File: config.mk
export PLATFORM = sky130hd
export DESIGN_NAME = interrupt_controller_flat
export DESIGN_NICKNAME = d
export VERILOG_FILES = /design/src/rtl/interrupt_controller_if.sv /design/src/rtl/interrupt_controller.sv /design/src/flat_wrapper.sv
export SDC_FILE = /design/constraint.sdc
export NUM_CORES = 1
export LEC_CHECK = 0
export ABC_AREA = 0
export CAP_MARGIN = 20
export CORE_ASPECT_RATIO = 1.5
export CORE_UTILIZATION = 65
export CTS_BUF_LIST = sky130_fd_sc_hd__clkbuf_8
export DETAILED_ROUTE_END_ITERATION = 16
export DONT_BUFFER_PORTS = 1
export GPL_TIMING_DRIVEN = 0
export PLACE_DENSITY_LB_ADDON = 0.2
export SETUP_SLACK_MARGIN = 0.1
export SLEW_MARGIN = 20
export SYNTH_ARGS = -nofsm -noshare
export SYNTH_HDL_FRONTEND = slang
export SYNTH_SLANG_ARGS = --single-unit
File: constraint.sdc
create_clock -name clk -period 6.3 [get_ports clk]
set_input_delay 1.89 -clock clk [delete_from_list [all_inputs] [get_ports clk]]
set_output_delay 1.89 -clock clk [all_outputs]
set_load 0.02 [all_outputs]
File: src/rtl/interrupt_controller_if.sv
// Core-side bundle of the interrupt controller: event sources, pc feed, eret, mask write and redirect/status outputs.
interface interrupt_controller_if;
    logic        timer_irq;
    logic        uart_irq;
    logic        core_hazard;
    logic        pc_overflow;
    logic        alu_overflow;
    logic [31:0] pc;
    logic [31:0] pc_next;
    logic        eret;
    logic        cfg_we;
    logic [1:0]  cfg_wdata;
    logic        redirect;
    logic [31:0] redirect_pc;
    logic [31:0] epc;
    logic [2:0]  cause;
    logic        in_kernel;
    logic [1:0]  pending;
    logic        double_fault;

    modport slave (
        input  timer_irq, uart_irq, core_hazard, pc_overflow, alu_overflow,
        input  pc, pc_next, eret, cfg_we, cfg_wdata,
        output redirect, redirect_pc, epc, cause, in_kernel, pending, double_fault
    );

    modport master (
        output timer_irq, uart_irq, core_hazard, pc_overflow, alu_overflow,
        output pc, pc_next, eret, cfg_we, cfg_wdata,
        input  redirect, redirect_pc, epc, cause, in_kernel, pending, double_fault
    );
endinterface

File: src/rtl/interrupt_controller.sv
// RUN/KERNEL interrupt and exception controller; redirect is combinational in the event cycle, state lands on the next edge.
// No backpressure: the core must take redirect_pc whenever redirect is high.
module interrupt_controller #(
    parameter logic [31:0] IRQ_VECTOR = 32'h80000004,
    parameter logic [31:0] EXC_VECTOR = 32'h80000008
) (
    input  logic                 clk,
    input  logic                 reset,
    interrupt_controller_if.slave bus
);
    typedef enum logic {ST_RUN = 1'b0, ST_KERNEL = 1'b1} state_t;

    state_t      r_state;
    logic [1:0]  r_irq_q;
    logic [1:0]  r_pending;
    logic [1:0]  r_mask;
    logic [31:0] r_epc;
    logic [2:0]  r_cause;
    logic        r_double_fault;

    logic [1:0]  w_irq;
    logic [1:0]  w_irq_rise;
    logic [1:0]  w_eligible;
    logic [1:0]  w_service_clr;
    logic        w_exc;
    logic        w_take_exc;
    logic        w_take_irq;
    logic        w_take_eret;
    logic        w_redirect;
    logic [2:0]  w_exc_cause;
    logic [31:0] w_redirect_pc;

    assign w_irq      = {bus.uart_irq, bus.timer_irq};
    assign w_irq_rise = w_irq & ~r_irq_q;
    assign w_eligible = r_pending & r_mask;
    assign w_exc      = bus.core_hazard | bus.pc_overflow | bus.alu_overflow;

    assign w_take_exc  = (r_state == ST_RUN) && w_exc;
    assign w_take_irq  = (r_state == ST_RUN) && !w_exc && (|w_eligible);
    assign w_take_eret = (r_state == ST_KERNEL) && bus.eret;
    // Gated by reset so nothing escapes while an abandoned handler is being torn down.
    assign w_redirect  = !reset && (w_take_exc || w_take_irq || w_take_eret);

    always_comb begin
        w_exc_cause = 3'd0;
        if (bus.core_hazard)       w_exc_cause = 3'd1;
        else if (bus.pc_overflow)  w_exc_cause = 3'd2;
        else if (bus.alu_overflow) w_exc_cause = 3'd3;
    end

    always_comb begin
        w_service_clr = 2'b00;
        if (w_take_irq) w_service_clr = w_eligible[0] ? 2'b01 : 2'b10;
    end

    always_comb begin
        w_redirect_pc = bus.pc_next;
        if (w_redirect) begin
            if (w_take_exc)      w_redirect_pc = EXC_VECTOR;
            else if (w_take_irq) w_redirect_pc = IRQ_VECTOR;
            else                 w_redirect_pc = r_epc;
        end
    end

    always_ff @(posedge clk or posedge reset) begin
        if (reset) begin
            r_state        <= ST_RUN;
            r_irq_q        <= 2'b00;
            r_pending      <= 2'b00;
            r_mask         <= 2'b11;
            r_epc          <= 32'd0;
            r_cause        <= 3'd0;
            r_double_fault <= 1'b0;
        end else begin
            r_irq_q   <= w_irq;
            // A fresh edge on the serviced source re-arms it in the same cycle.
            r_pending <= (r_pending & ~w_service_clr) | w_irq_rise;
            if (bus.cfg_we) r_mask <= bus.cfg_wdata;
            case (r_state)
                ST_RUN: begin
                    if (w_take_exc) begin
                        r_epc   <= bus.pc;
                        r_cause <= w_exc_cause;
                        r_state <= ST_KERNEL;
                    end else if (w_take_irq) begin
                        r_epc   <= bus.pc_next;
                        r_cause <= w_service_clr[0] ? 3'd4 : 3'd5;
                        r_state <= ST_KERNEL;
                    end
                end
                ST_KERNEL: begin
                    if (w_exc)    r_double_fault <= 1'b1;
                    if (bus.eret) r_state        <= ST_RUN;
                end
                default: r_state <= ST_RUN;
            endcase
        end
    end

    assign bus.redirect     = w_redirect;
    assign bus.redirect_pc  = w_redirect_pc;
    assign bus.epc          = r_epc;
    assign bus.cause        = r_cause;
    assign bus.in_kernel    = (r_state == ST_KERNEL);
    assign bus.pending      = r_pending;
    assign bus.double_fault = r_double_fault;
endmodule

File: src/flat_wrapper.sv
// flat-port wrapper written by rule: the top's interface ports become plain ports
module interrupt_controller_flat 
#(
    parameter logic [31:0] IRQ_VECTOR = 32'h80000004,
    parameter logic [31:0] EXC_VECTOR = 32'h80000008
)
  (clk, reset, bus_timer_irq, bus_uart_irq, bus_core_hazard, bus_pc_overflow, bus_alu_overflow, bus_pc, bus_pc_next, bus_eret, bus_cfg_we, bus_cfg_wdata, bus_redirect, bus_redirect_pc, bus_epc, bus_cause, bus_in_kernel, bus_pending, bus_double_fault);
  interrupt_controller_if bus_i ();
  input  logic clk;
  input  logic reset;
  input wire logic [$bits(bus_i.timer_irq)-1:0] bus_timer_irq;
  input wire logic [$bits(bus_i.uart_irq)-1:0] bus_uart_irq;
  input wire logic [$bits(bus_i.core_hazard)-1:0] bus_core_hazard;
  input wire logic [$bits(bus_i.pc_overflow)-1:0] bus_pc_overflow;
  input wire logic [$bits(bus_i.alu_overflow)-1:0] bus_alu_overflow;
  input wire logic [$bits(bus_i.pc)-1:0] bus_pc;
  input wire logic [$bits(bus_i.pc_next)-1:0] bus_pc_next;
  input wire logic [$bits(bus_i.eret)-1:0] bus_eret;
  input wire logic [$bits(bus_i.cfg_we)-1:0] bus_cfg_we;
  input wire logic [$bits(bus_i.cfg_wdata)-1:0] bus_cfg_wdata;
  output wire logic [$bits(bus_i.redirect)-1:0] bus_redirect;
  output wire logic [$bits(bus_i.redirect_pc)-1:0] bus_redirect_pc;
  output wire logic [$bits(bus_i.epc)-1:0] bus_epc;
  output wire logic [$bits(bus_i.cause)-1:0] bus_cause;
  output wire logic [$bits(bus_i.in_kernel)-1:0] bus_in_kernel;
  output wire logic [$bits(bus_i.pending)-1:0] bus_pending;
  output wire logic [$bits(bus_i.double_fault)-1:0] bus_double_fault;
  assign bus_i.timer_irq = bus_timer_irq;
  assign bus_i.uart_irq = bus_uart_irq;
  assign bus_i.core_hazard = bus_core_hazard;
  assign bus_i.pc_overflow = bus_pc_overflow;
  assign bus_i.alu_overflow = bus_alu_overflow;
  assign bus_i.pc = bus_pc;
  assign bus_i.pc_next = bus_pc_next;
  assign bus_i.eret = bus_eret;
  assign bus_i.cfg_we = bus_cfg_we;
  assign bus_i.cfg_wdata = bus_cfg_wdata;
  assign bus_redirect = bus_i.redirect;
  assign bus_redirect_pc = bus_i.redirect_pc;
  assign bus_epc = bus_i.epc;
  assign bus_cause = bus_i.cause;
  assign bus_in_kernel = bus_i.in_kernel;
  assign bus_pending = bus_i.pending;
  assign bus_double_fault = bus_i.double_fault;
  interrupt_controller #(.IRQ_VECTOR(IRQ_VECTOR), .EXC_VECTOR(EXC_VECTOR)) u_core (.clk(clk), .reset(reset), .bus(bus_i));
endmodule
Word level (Yosys, flattened, before mapping)
Index checks and enable logic that the tools add are counted.
Word-level totals
  flip-flop bits (word level): 43
  input port bits: 75
  output and inout bits: 72
Cells by class
  mux-type cells: 17
  reductions and logical operators: 13
  bitwise operators: 9
Operators with widths (number)
  32-bit 2-to-1 mux: 5
  3-bit 2-to-1 mux: 4
  2-bit bitwise AND: 3
  2-bit 2-to-1 mux: 3
  1-bit logical AND: 5
  1-bit 2-to-1 mux: 4
  2-bit inverter: 2
  2-bit AND reduction: 2
  1-bit zero test: 2
  1-bit logical OR: 2
  1-bit bitwise OR: 2
  2-bit bitwise OR: 1
  1-bit case mux with 2 select lines: 1
  2-bit nonzero test: 1
  2-bit OR reduction: 1
  1-bit inverter: 1

Logic depth before layout (Yosys ltp)
Gate-level depths: netlist of run 1.
  depth in word-level cells: 9
  mapped depth: 5
  depth with buffers taken out: 3

Worst setup path before layout of run 1
OpenSTA, ideal clock, no wires.
  path type: input to output
  from: input port reset
  to: output port bus_redirect_pc[3]
  stages on the path: 3
  setup slack: 0.953 ns
  data arrival time: 3.457 ns
  cell sequence: inv_1 a32oi_1 o211ai_1
Between the ends
  longest elaborated chain between the ends: 3
RTL lines
  start: declaration: RTL line flat_wrapper.sv:10  | input logic reset;
  1-bit zero test: RTL line interrupt_controller.sv:42  | assign w_redirect = !reset && (w_take_exc || w_take_irq || w_take_eret);
  1-bit logical AND: RTL line interrupt_controller.sv:42
  32-bit 2-to-1 mux: RTL line interrupt_controller.sv:58  | if (w_redirect) begin
  end: declaration: RTL line flat_wrapper.sv:22  | output wire logic [$bits(bus_i.redirect_pc)-1:0] bus_redirect_pc;
Every way passes these cells.

Final worst setup path of run 1
  from: input port bus_core_hazard
  to: output port bus_redirect_pc[16]
Between the ends
  longest elaborated chain between the ends: 9
  elaborated cells between the ends (all ways): 12
  classes of those cells: 3 x mux; 2 x bitwise; 7 x reduce/logical
RTL lines
  start: declaration: RTL line flat_wrapper.sv:13  | input wire logic [$bits(bus_i.core_hazard)-1:0] bus_core_hazard;
  1-bit bitwise OR * (2 in series): RTL line interrupt_controller.sv:36  | assign w_exc = bus.core_hazard | bus.pc_overflow | bus.alu_overflow;
  1-bit zero test: RTL line interrupt_controller.sv:39  | assign w_take_irq = (r_state == ST_RUN) && !w_exc && (|w_eligible);
  1-bit logical AND (2 in series): RTL line interrupt_controller.sv:39
  1-bit logical OR (2 in series): RTL line interrupt_controller.sv:42
  1-bit logical AND: RTL line interrupt_controller.sv:42
  32-bit 2-to-1 mux *: RTL line interrupt_controller.sv:58
Mark *: on every way between the ends. The rest lies on a longest branch, timed or not.

==> results of run 1 <==
layer usage:
layer	track usage, %	vias up	share of wire [%]
met2	49.88	114	52
li1	-	938	-
met3	9.524	7	8.8
met4	10.53	0	1.5
met1	37.72	1049	38
met5	0	-	0
metrics by stage:
stage | power, mW | hold slack (ps) | std cells
final | 0.7901 | 583.0 | 293
after global routing | 0.8243 | 610.9 | 293
after CTS | 0.7909 | 589.2 | 293
after detailed placement | 0.6117 | 570.2 | 285
after global placement | 0.6040 | 543.0 | 284
after floorplan | 0.5711 | 531.9 | 241
worst min-delay path, delay by kind of cell, from the launching register on:
kind,cells,cell delay [ps]
AO/OA/AOI/OAI,1,130
buffers and inverters,1,60
flip-flops,1,370
layout by cell type, fill, tap and decap left out, types with 2 or more instances in the layout:
master / Yosys / final
nand2_1: 3 / 3
nor2_1: 6 / 6
a21o_1: 2 / 2
a221o_1: 32 / 32
dfstp_2: 2 / 2
nor3b_1: 32 / 32
a21oi_1: 3 / 3
nor2b_1: 33 / 33
buf_2: 11 / 11
a22o_1: 31 / 31
mux2_2: 2 / 2
dfrtp_1: 41 / 41
buf_6: 9 / 9
inv_1: 8 / 8
nand2b_1: 2 / 2
clkbuf_1: 3 / 3
clkbuf_8: 0 / 6
a32oi_1: 2 / 2
final cells by class:
type	instances	share of cell area, %
Buffer	25	6.410
Clock buffer	6	2.958
Clock inverter	2	0.3138
Inverter	8	1.076
Multi-Input combinational cell	165	47.69
Sequential cell	43	38.64
Tap cell	43	1.927
Timing Repair Buffer	1	0.9861
cell families after synthesis:
group / synth area share (%)
and+or+nand+nor: 21.93
AOI/OAI and AO/OA: 28.05
DFF: 41.18
buffers and inverters: 7.979
muxes: 0.8599
report_power, final:
| part | internal, mW | switching, mW | total [mW] |
|---|---|---|---|
| Sequential | 0.320 | 0.0972 | 0.417 |
| Combinational | 0.0848 | 0.104 | 0.189 |
| Clock | 0.0869 | 0.0968 | 0.184 |
| Total | 0.492 | 0.298 | 0.790 |
flip-flops by register name (all words and copies together), names as in the netlist:
name	flops
u_core.bus.epc	32
u_core.bus.pending	2
u_core.r_irq_q	2
u_core.bus.in_kernel	1
u_core.bus.cause	3
u_core.bus.double_fault	1
u_core.r_mask	2
worst paths after layout:
path / from / end / depth (start not counted)
setup / recovery: bus_core_hazard / bus_redirect_pc[16] / 5
hold / removal: u_core.r_irq_q[1]$_DFF_PP0_ / u_core.bus.pending[1]$_DFF_PP0_ / 2
setup reg to reg: u_core.bus.pending[1]$_DFF_PP0_ / u_core.bus.epc[24]$_DFFE_PP0P_ / 4
hold reg to reg: u_core.r_irq_q[1]$_DFF_PP0_ / u_core.bus.pending[1]$_DFF_PP0_ / 2
max in group asynchronous: reset / u_core.bus.epc[29]$_DFFE_PP0P_ / 2
min in group asynchronous: reset / u_core.bus.double_fault$_DFFE_PP0P_ / 1
==> qor.yml, run 1 <==
outcome:
  status: "completed"
clock_tree:
  clk_pin_slew_ps: 80
  cts_buffer_depth: 2
  post-cts-setup-buffer-count: 0
  cts_made_buffers: 5
  root_buffer: "clkbuf_8"
  cts.sinks: 43
  cts.htree.levels: 2
  cts_hold_buf: 0
  cts_tree: "built"
  post_cts_resized: 0
  insertion_delay_ps: 310
logic_synthesis:
  ys_types: 36
  async_reset_ff_share_pct: 100.0
  synth_nets: 316
  yosysMostFrequentCell: "dfrtp_1"
  ys_seq_elements: 43
  syn_avg_cell_area_um2: 10.87
  synth_top_cell_area_share_pct: 39.18
  syn_area_um2: 2619
  synth-edff-count: 0
  yosysWarnings: 0
  ys.flop_type: "dfrtp_1"
  ys_seq_area_share_pct: 41.18
  yosys.area.top_type: "dfrtp_1"
  synth_area_leaders: "dfrtp_1, a221o_1, a22o_1"
  ys_top_cells_by_count: "dfrtp_1, nor2b_1, a221o_1, nor3b_1, a22o_1"
  netlist_instances: 241
drt:
  ant_nets: 0
  drc: 0
  routed_wl_um: 6596
  vias: 2108
  drtPass1Iterations: 4
  vias_per_cell: 7.195
  wl_per_cell_um: 22.51
  drtIter0Drc: 60
global_routing:
  gr-total-overflow: 0
  grt_first_pass_wirelength_um: 9522
  track_usage_pct: 30.85
  grt_pass1_vias: 1975
  grt_start_max_net_pins: 25
  antenna_found_initial: 0
layout:
  final_area_um2: 2791
  fin_nets: 324
  syn2layout_area_growth_pct: 6.593
  diodes: 0
  drive_gt1_share_pct: 16.40
  fillCellCount: 289
  multi_input_area_um2: 1331
  ff_latch_area_um2: 1079
  post-route-util_pct: 74.44
die:
  io_pins: 147
  start_util_pct: 69.84
  die_area_um2: 4292
  core_area_um2: 3750
  rows: 27
  die_w_um: 53.83
  die_h_um: 79.74
sta:
  setup_ws_ps: 1266
  totalNegativeSetupSlack_ps: 0
  hold_violations: 0
  rsz0062_at_grt: "false"
  finalCritPeriodShare_pct: 79.91
  clock_skew_ps: 9.421
  tightest_slew_ps: 560.5
  min_period_ps: 5034
  finalSetupViolCount: 0
  relSlewSlack_pct: 62.75
  maxSlewViolCount: 0
  max_freq_ghz: 0.1986
power_and_ir_drop:
  peakVddDrop_mv: 0.2279
  p_per_area_nw_per_um2: 283.1
  power_leakage_nw: 1.149
worst_setup_path:
  worstSetupPathType: "input port to primary output"
  cp-start-kind: "input port"
  cp_cell_sequence: "buf_4 -> nor4_4 -> a211o_4 -> buf_6 -> a22o_1"
  max_stage_delay_ps: 420
  crit_required_ps: 4410
  critical-path-slowest-cell: "nor4_4"
  rrSetupSlack_ps: 4570
  arrival_ps: 3140
  path_buf_inv: 2
  critPathTopFamily: "compound AO/OA/AOI/OAI gates"
  critPathCaptureType: "primary output"
  path_max_fanout: 10
worst_hold_path:
  min_path_type: "flop to flop"
job:
  maxCapViolations: 0
placed_design:
  gp_congestion: 0.8117
  placement.io_buffers: 0
  dp.final_hpwl_um: 4815
  preCtsSetupSlack_ps: 1289
  placed_area_um2: 2700
(Power assumes the default switching activity.)
==> run 2: changes to the inputs <==
Clock period 6.3 ns to 4.9 ns, I/O delays scaled along.
==> results of run 2 <==
The final DEF is identical to that of run 1. Status: completed.
Main changes from that run: setup slack after placement 1289 ps -> 729.3 ps; setup slack after layout 1266 ps -> 705.5 ps; register-to-register setup slack 4570 ps -> 3170 ps; total power 0.7901 mW -> 1.016 mW; worst IR drop on VDD 0.2279 mV -> 0.2930 mV
==> run 3: changes to the inputs <==
Settings changed: ABC_AREA 0 to 1.
==> run 3 against run 2 <==
  * Clock power rose by 5%
  * Synthesized area fell by 0.62%
  * Combinational power increased to 3.4 times the previous value
  * Wire length increased by 5.8%
  * Register-to-register slack better by 30 ps
  * Die area is 0.60% lower
  * Final area down 0.99%
  * Flip-flop and latch count unchanged
  * Total power rose by 87%
==> qor.yml, run 3 <==
layout:
  layout_commonest_cell: "nand2_1"
  final_cells: 450
  fillCellCount: 313
  largest_reg_flops: 32
  fin_nets: 481
  syn2layout_area_growth_pct: 6.202
  final_area_um2: 2764
  diodes: 0
  drive_gt1_share_pct: 9.091
  final_cell_mix: "nand2_1, dfrtp_1, nand4_1"
  post-route-util_pct: 73.71
drt:
  vias_per_cell: 5.844
  drc: 0
  routed_wl_um: 6976
  drtPass1Iterations: 4
  ant_nets: 0
  wl_per_cell_um: 15.50
  vias: 2630
  drtIter0Drc: 93
die:
  die_h_um: 79.50
  core_area_um2: 3750
  io_pins: 147
  die_w_um: 53.67
  die_area_um2: 4266
  start_util_pct: 69.40
  rows: 27
power_and_ir_drop:
  pwr-share-comb_pct: 44.0
  p_per_area_nw_per_um2: 687.5
  p_switching_mw: 1.036
  finalPower_mw: 1.900
  internal_power_uw: 864.4
  power_leakage_nw: 1.618
  seq_power_share_pct: 42.9
  clockPowerShare_pct: 13.1
  swShare_pct: 54.51
  peakVddDrop_mv: 0.4420
sta:
  tightest_slew_ps: 671.4
  finalSetupViolCount: 0
  maxSlewViolCount: 0
  relSlewSlack_pct: 55.24
  max_freq_ghz: 0.2422
  timing.hold.ws_ps: 427.9
  min_period_ps: 4129
  clock_skew_ps: 7.658
  totalNegativeSetupSlack_ps: 0
  hold_violations: 0
  finalCritPeriodShare_pct: 84.26
  setup_ws_ps: 771.3
  rsz0062_at_grt: "false"
logic_synthesis:
  netlist_instances: 399
  synth_nets: 474
  yosys.area.top_type: "dfrtp_1"
  synth_area_leaders: "dfrtp_1, nand2_1, nand4_1"
  ys_seq_area_share_pct: 41.44
  synth-edff-count: 0
  ys.flop_type: "dfrtp_1"
  yosysMostFrequentCell: "nand2_1"
  async_reset_ff_share_pct: 100.0
  ys_top_cells_by_count: "nand2_1, dfrtp_1, nand4_1, buf_2, inv_1"
  synth_top_cell_area_share_pct: 39.42
  yosysWarnings: 0
  syn_avg_cell_area_um2: 6.523
  ys_types: 24
  syn_area_um2: 2602
  ys_seq_elements: 43
global_routing:
  antenna_found_initial: 0
  grt_first_pass_wirelength_um: 10580
  grt_pass1_vias: 2295
  track_usage_pct: 33.58
  gr-total-overflow: 0
  grt_start_max_net_pins: 53
clock_tree:
  post-cts-setup-buffer-count: 0
  cts_tree: "built"
  cts.sinks: 43
  cts_made_buffers: 5
  cts_buffer_depth: 2
  clk_pin_slew_ps: 80
  insertion_delay_ps: 290
  cts.htree.levels: 2
  root_buffer: "clkbuf_8"
  post_cts_resized: 0
  cts_hold_buf: 0
worst_setup_path:
  crit_required_ps: 3430
  max_stage_delay_ps: 290
  path_max_fanout: 10
  arrival_ps: 2660
  cp.depth: 6
  reg2regPathDepth: 7
  critPathCaptureType: "primary output"
  critPathTopFamily: "simple AND/OR/NAND/NOR gates"
  path_buf_inv: 1
  cp_cell_sequence: "nor2_4 -> nand2_2 -> o21ai_4 -> buf_2 -> nand4_1 -> nand2_1"
  cp-start-kind: "input port"
  worstSetupPathType: "input port to primary output"
  critical-path-slowest-cell: "buf_2"
worst_hold_path:
  min_path_type: "flop to flop"
  min_path_cells: 1
outcome:
  status: "completed"
placed_design:
  dp.cells: 442
  preCtsSetupSlack_ps: 761.0
  placed_area_um2: 2660
  dp.final_hpwl_um: 5107
  gp_congestion: 0.8078
  placement.io_buffers: 0
job:
  maxCapViolations: 0
[run 3: cell types whose count changed in the layout (fill, tap and decap cells not counted), sizes merged, moves of 6 or more]
cell and change:
a221o -32, a22o -31, buf -6, nand2 +265, nand4 +29, nor2b -33, nor3b -32
[run 3: layout make-up]
type | instances | area, um2 | area share (%)
clock inverters | 1 | 7.507 | 0.2716
plain buffers | 24 | 122.6 | 4.436
well taps | 43 | 53.80 | 1.947
multi-input cells | 320 | 1360 | 49.21
flip-flops and latches | 43 | 1079 | 39.02
inverters | 12 | 45.04 | 1.630
clock buffers | 7 | 96.34 | 3.486
[run 3: worst reg2reg max path, delay by kind of cell (launching register included)]
family                 cells  cell delay (ps)
DFF                        1              550
buffers and inverters      2              600
and+or+nand+nor            5              480
[run 3: power by group through the flow]
stage / sequential [mW] / clock [mW] / combinational [mW]
2_1_floorplan: 0.777 / 0 / 0.665
3_3_place_gp: 0.818 / 0 / 0.807
3_5_place_dp: 0.819 / 0 / 0.833
4_1_cts: 0.814 / 0.251 / 0.837
5_1_grt: 0.832 / 0.270 / 0.946
6_report: 0.815 / 0.248 / 0.837
[run 3: worst paths after layout]
check | start | end | slack, ps
worst min register to register | u_core.r_irq_q[1]$_DFF_PP0_ | u_core.bus.pending[1]$_DFF_PP0_ | 430
worst max register to register | u_core.bus.in_kernel$_DFF_PP0_ | u_core.bus.epc[5]$_DFFE_PP0P_ | 3200
min in group asynchronous | reset | u_core.bus.epc[23]$_DFFE_PP0P_ | 1440
worst max-delay path | bus_pc_overflow | bus_redirect_pc[13] | 770
worst min-delay path | u_core.r_irq_q[1]$_DFF_PP0_ | u_core.bus.pending[1]$_DFF_PP0_ | 430
max in group asynchronous | reset | u_core.bus.epc[10]$_DFFE_PP0P_ | 3020
[run 3: cells by family (layout without fill, tap and decap cells)]
| group | Yosys count | in the layout | share of synthesized area [%] |
|---|---|---|---|
| DFF | 43 | 43 | 41.44 |
| and+or+nand+nor | 306 | 306 | 48.27 |
| muxes | 2 | 2 | 0.8653 |
| AOI/OAI and AO/OA | 12 | 12 | 3.125 |
| buffers and inverters | 36 | 44 | 6.298 |
[run 3: routing by layer]
layer  vias up  GRT usage (%)  wire [um]
li1       1261              -          -
met1      1198          40.32       2714
met2       159          57.16       3615
met3        12          7.429        548
met4         0          11.05         97
met5         -              0          0
==> RTL edit, RTL diff (flow settings as in run 3) <==
`IRQ_VECTOR` is set to 32'h80000004 in 2 places; all go to 32'h40000002.
--- a/src/rtl/interrupt_controller.sv
+++ b/src/rtl/interrupt_controller.sv
@@ -3,3 +3,3 @@
 module interrupt_controller #(
-    parameter logic [31:0] IRQ_VECTOR = 32'h80000004,
+    parameter logic [31:0] IRQ_VECTOR = 32'h40000002,
     parameter logic [31:0] EXC_VECTOR = 32'h80000008
--- a/src/flat_wrapper.sv
+++ b/src/flat_wrapper.sv
@@ -3,3 +3,3 @@
 #(
-    parameter logic [31:0] IRQ_VECTOR = 32'h80000004,
+    parameter logic [31:0] IRQ_VECTOR = 32'h40000002,
     parameter logic [31:0] EXC_VECTOR = 32'h80000008
Check against the original RTL: not equivalent (Yosys sat finds a counterexample within 4 cycles, from zero or initial values and one cycle with reset high).
==> RTL edit against run 3 <==
  * Routed wire length up 0.36%
  * Combinational power increased by 4.9%
  * Synthesized cell count up 1.0%
  * Setup slack lost 0.0065 ns
  * Hold slack worse by 0.0018 ns
  * Total power increased by 0.38%
  * Synthesized area is 2.8% higher
  * Cell area increased by 2.0%
  * Sequential cell count unchanged
  * Non-clock buffer count increased by 1
  * Sequential share of layout area shrank 0.78 points
  * Largest cell class unchanged
  * Highest routed layer unchanged
==> RTL edit: results (changes against run 3) <==
Synthesis
  – Largest cells by area after synthesis: dfrtp_1 38%, nand2_1 37%, nand4_1 6.5%, buf_2 2.6%, dfstp_2 2.0% (was dfrtp_1 39%, nand2_1 38%, nand4_1 7.0%, buf_2 2.7%, dfstp_2 2.0%)
  – Synthesized Nets: 478 (was 474)
  – Compound-Gate Fraction of Synth Area: 2.95% (was 3.13%)
  – Synth unique cells: 25 (was 24)
  – Multiplexer share of the synthesized area: 0.842% (was 0.865%)

Setup path
  – R2r setup slk: 3.34 ns (was 3.20 ns)
  – FF-to-FF End: u_core.bus.epc[12]$_DFFE_PP0P_ (was u_core.bus.epc[5]$_DFFE_PP0P_)
  – CP max FO: 52 (was 10)
  – Largest delay share family, worst path: buffers and inverters (was simple AND/OR/NAND/NOR gates)
  – Slowest cell on the critical path: clkbuf_4 (was buf_2)
  – Crit path arrival time: 2.67 ns (was 2.66 ns)
  – Critical path's largest stage delay: 0.63 ns (was 0.29 ns)

Route
  – Drt via density: 5.77 (was 5.84)
  – Drt wl/cell: 15.4 um (was 15.5 um)
  – Vias: 2632 (was 2630)
  – 1st-iter DRT viols: 118 (was 93)

Hold path
  – Hold path depth: 1 (unchanged)
  – Hold Path Sink: u_core.bus.pending[1]$_DFF_PP0_ (unchanged)

Clock network
  – H-tree depth: 2 (unchanged)
  – Cts hold-fix bufs: 0 (unchanged)
  – Clock slew at reported path FFs: 0.08 ns (about the same)

Global routing
  – Vias in the first global route: 2245 (was 2295)
  – GRT Resource Usage Total: 32.2% (was 33.6%)
  – First-pass GRT wire length: 10.2 mm (was 10.6 mm)

Power and ir drop
  – Max VDD drop: 422 uV (was 442 uV)
  – P_leak: 1.66 nW (was 1.62 nW)

Timing
  – Relative slew slack: 54.7% (was 55.2%)
  – Layout Skew: 0.00357 ns (was 0.00766 ns)

Run status
  – Status: finished, final reports clean (unchanged)

Placed design
  – GPL Wtd Cong: 0.803 (was 0.808)
  – DP Cell Count: 448 (was 442)
  – Detail Placement HPWL: 5.13 mm (was 5.11 mm)

Final layout
  – # nets final: 485 (was 481)
  – Fillers: 336 (was 313)
  – Layout cells sized above 1: 10.5% (was 9.09%)
RTL edit: cell count changes in the layout (fill, tap and decap cells not counted), moves of 2 or more:
cell	delta
clkbuf_1	-3
clkbuf_8	-2
nand2_4	+2
buf_6	+4
clkinv_2	+3
nand3_4	+2
RTL edit: cell type report:
cell class / count / area [sq um] / share of cell area [%]
multi-input combinational: 322 / 1400 / 49.5
buffer: 25 / 156 / 5.55
clock inverter: 3 / 15.0 / 0.532
sequential: 43 / 1080 / 38.2
clock buffer: 5 / 68.8 / 2.44
inverter: 13 / 48.8 / 1.73
tap: 45 / 56.3 / 2.00
RTL edit: worst max path at each step:
stage | startpoint | to | slack (ns) | depth (start not counted)
after floorplan | reset | bus_redirect_pc[10] | 0.75 | 4
after global placement | reset | bus_redirect_pc[3] | 0.37 | 4
after detailed placement | reset | bus_redirect_pc[12] | 0.77 | 4
after CTS | reset | bus_redirect_pc[12] | 0.77 | 4
after global routing | reset | bus_redirect_pc[13] | 0.62 | 4
final | reset | bus_redirect_pc[12] | 0.76 | 4
RTL edit: cells by family after synthesis:
group | count (synthesis)
muxes | 2
DFF | 43
AOI/OAI and AO/OA | 12
and+or+nand+nor | 308
buffers and inverters | 38
RTL edit: power by group:
group          total, W  internal (W)  switching, W
combinational  0.000878      0.000265      0.000613
clock          0.000214     0.0000975      0.000116
sequential     0.000816      0.000500      0.000315
RTL edit: through the flow:
stage	hold WS, ns	cell area (sq um)	worst slack [ns]	utilization (%)
floorplan	0.400	2680	0.750	-
global placement	0.407	2730	0.365	69.1
detailed placement	0.425	2740	0.768	69.1
CTS	0.436	2820	0.765	71.2
global route	0.454	2820	0.620	71.2
finish	0.426	2820	0.765	71.2
RTL edit: metal layers:
layer	global-route usage [%]	wire length (um)	share of wire (%)
met5	0	0	0
met1	37.1	2730	39
met2	56.2	3630	52
met3	7.95	537	7.7
met4	9.74	100	1.4
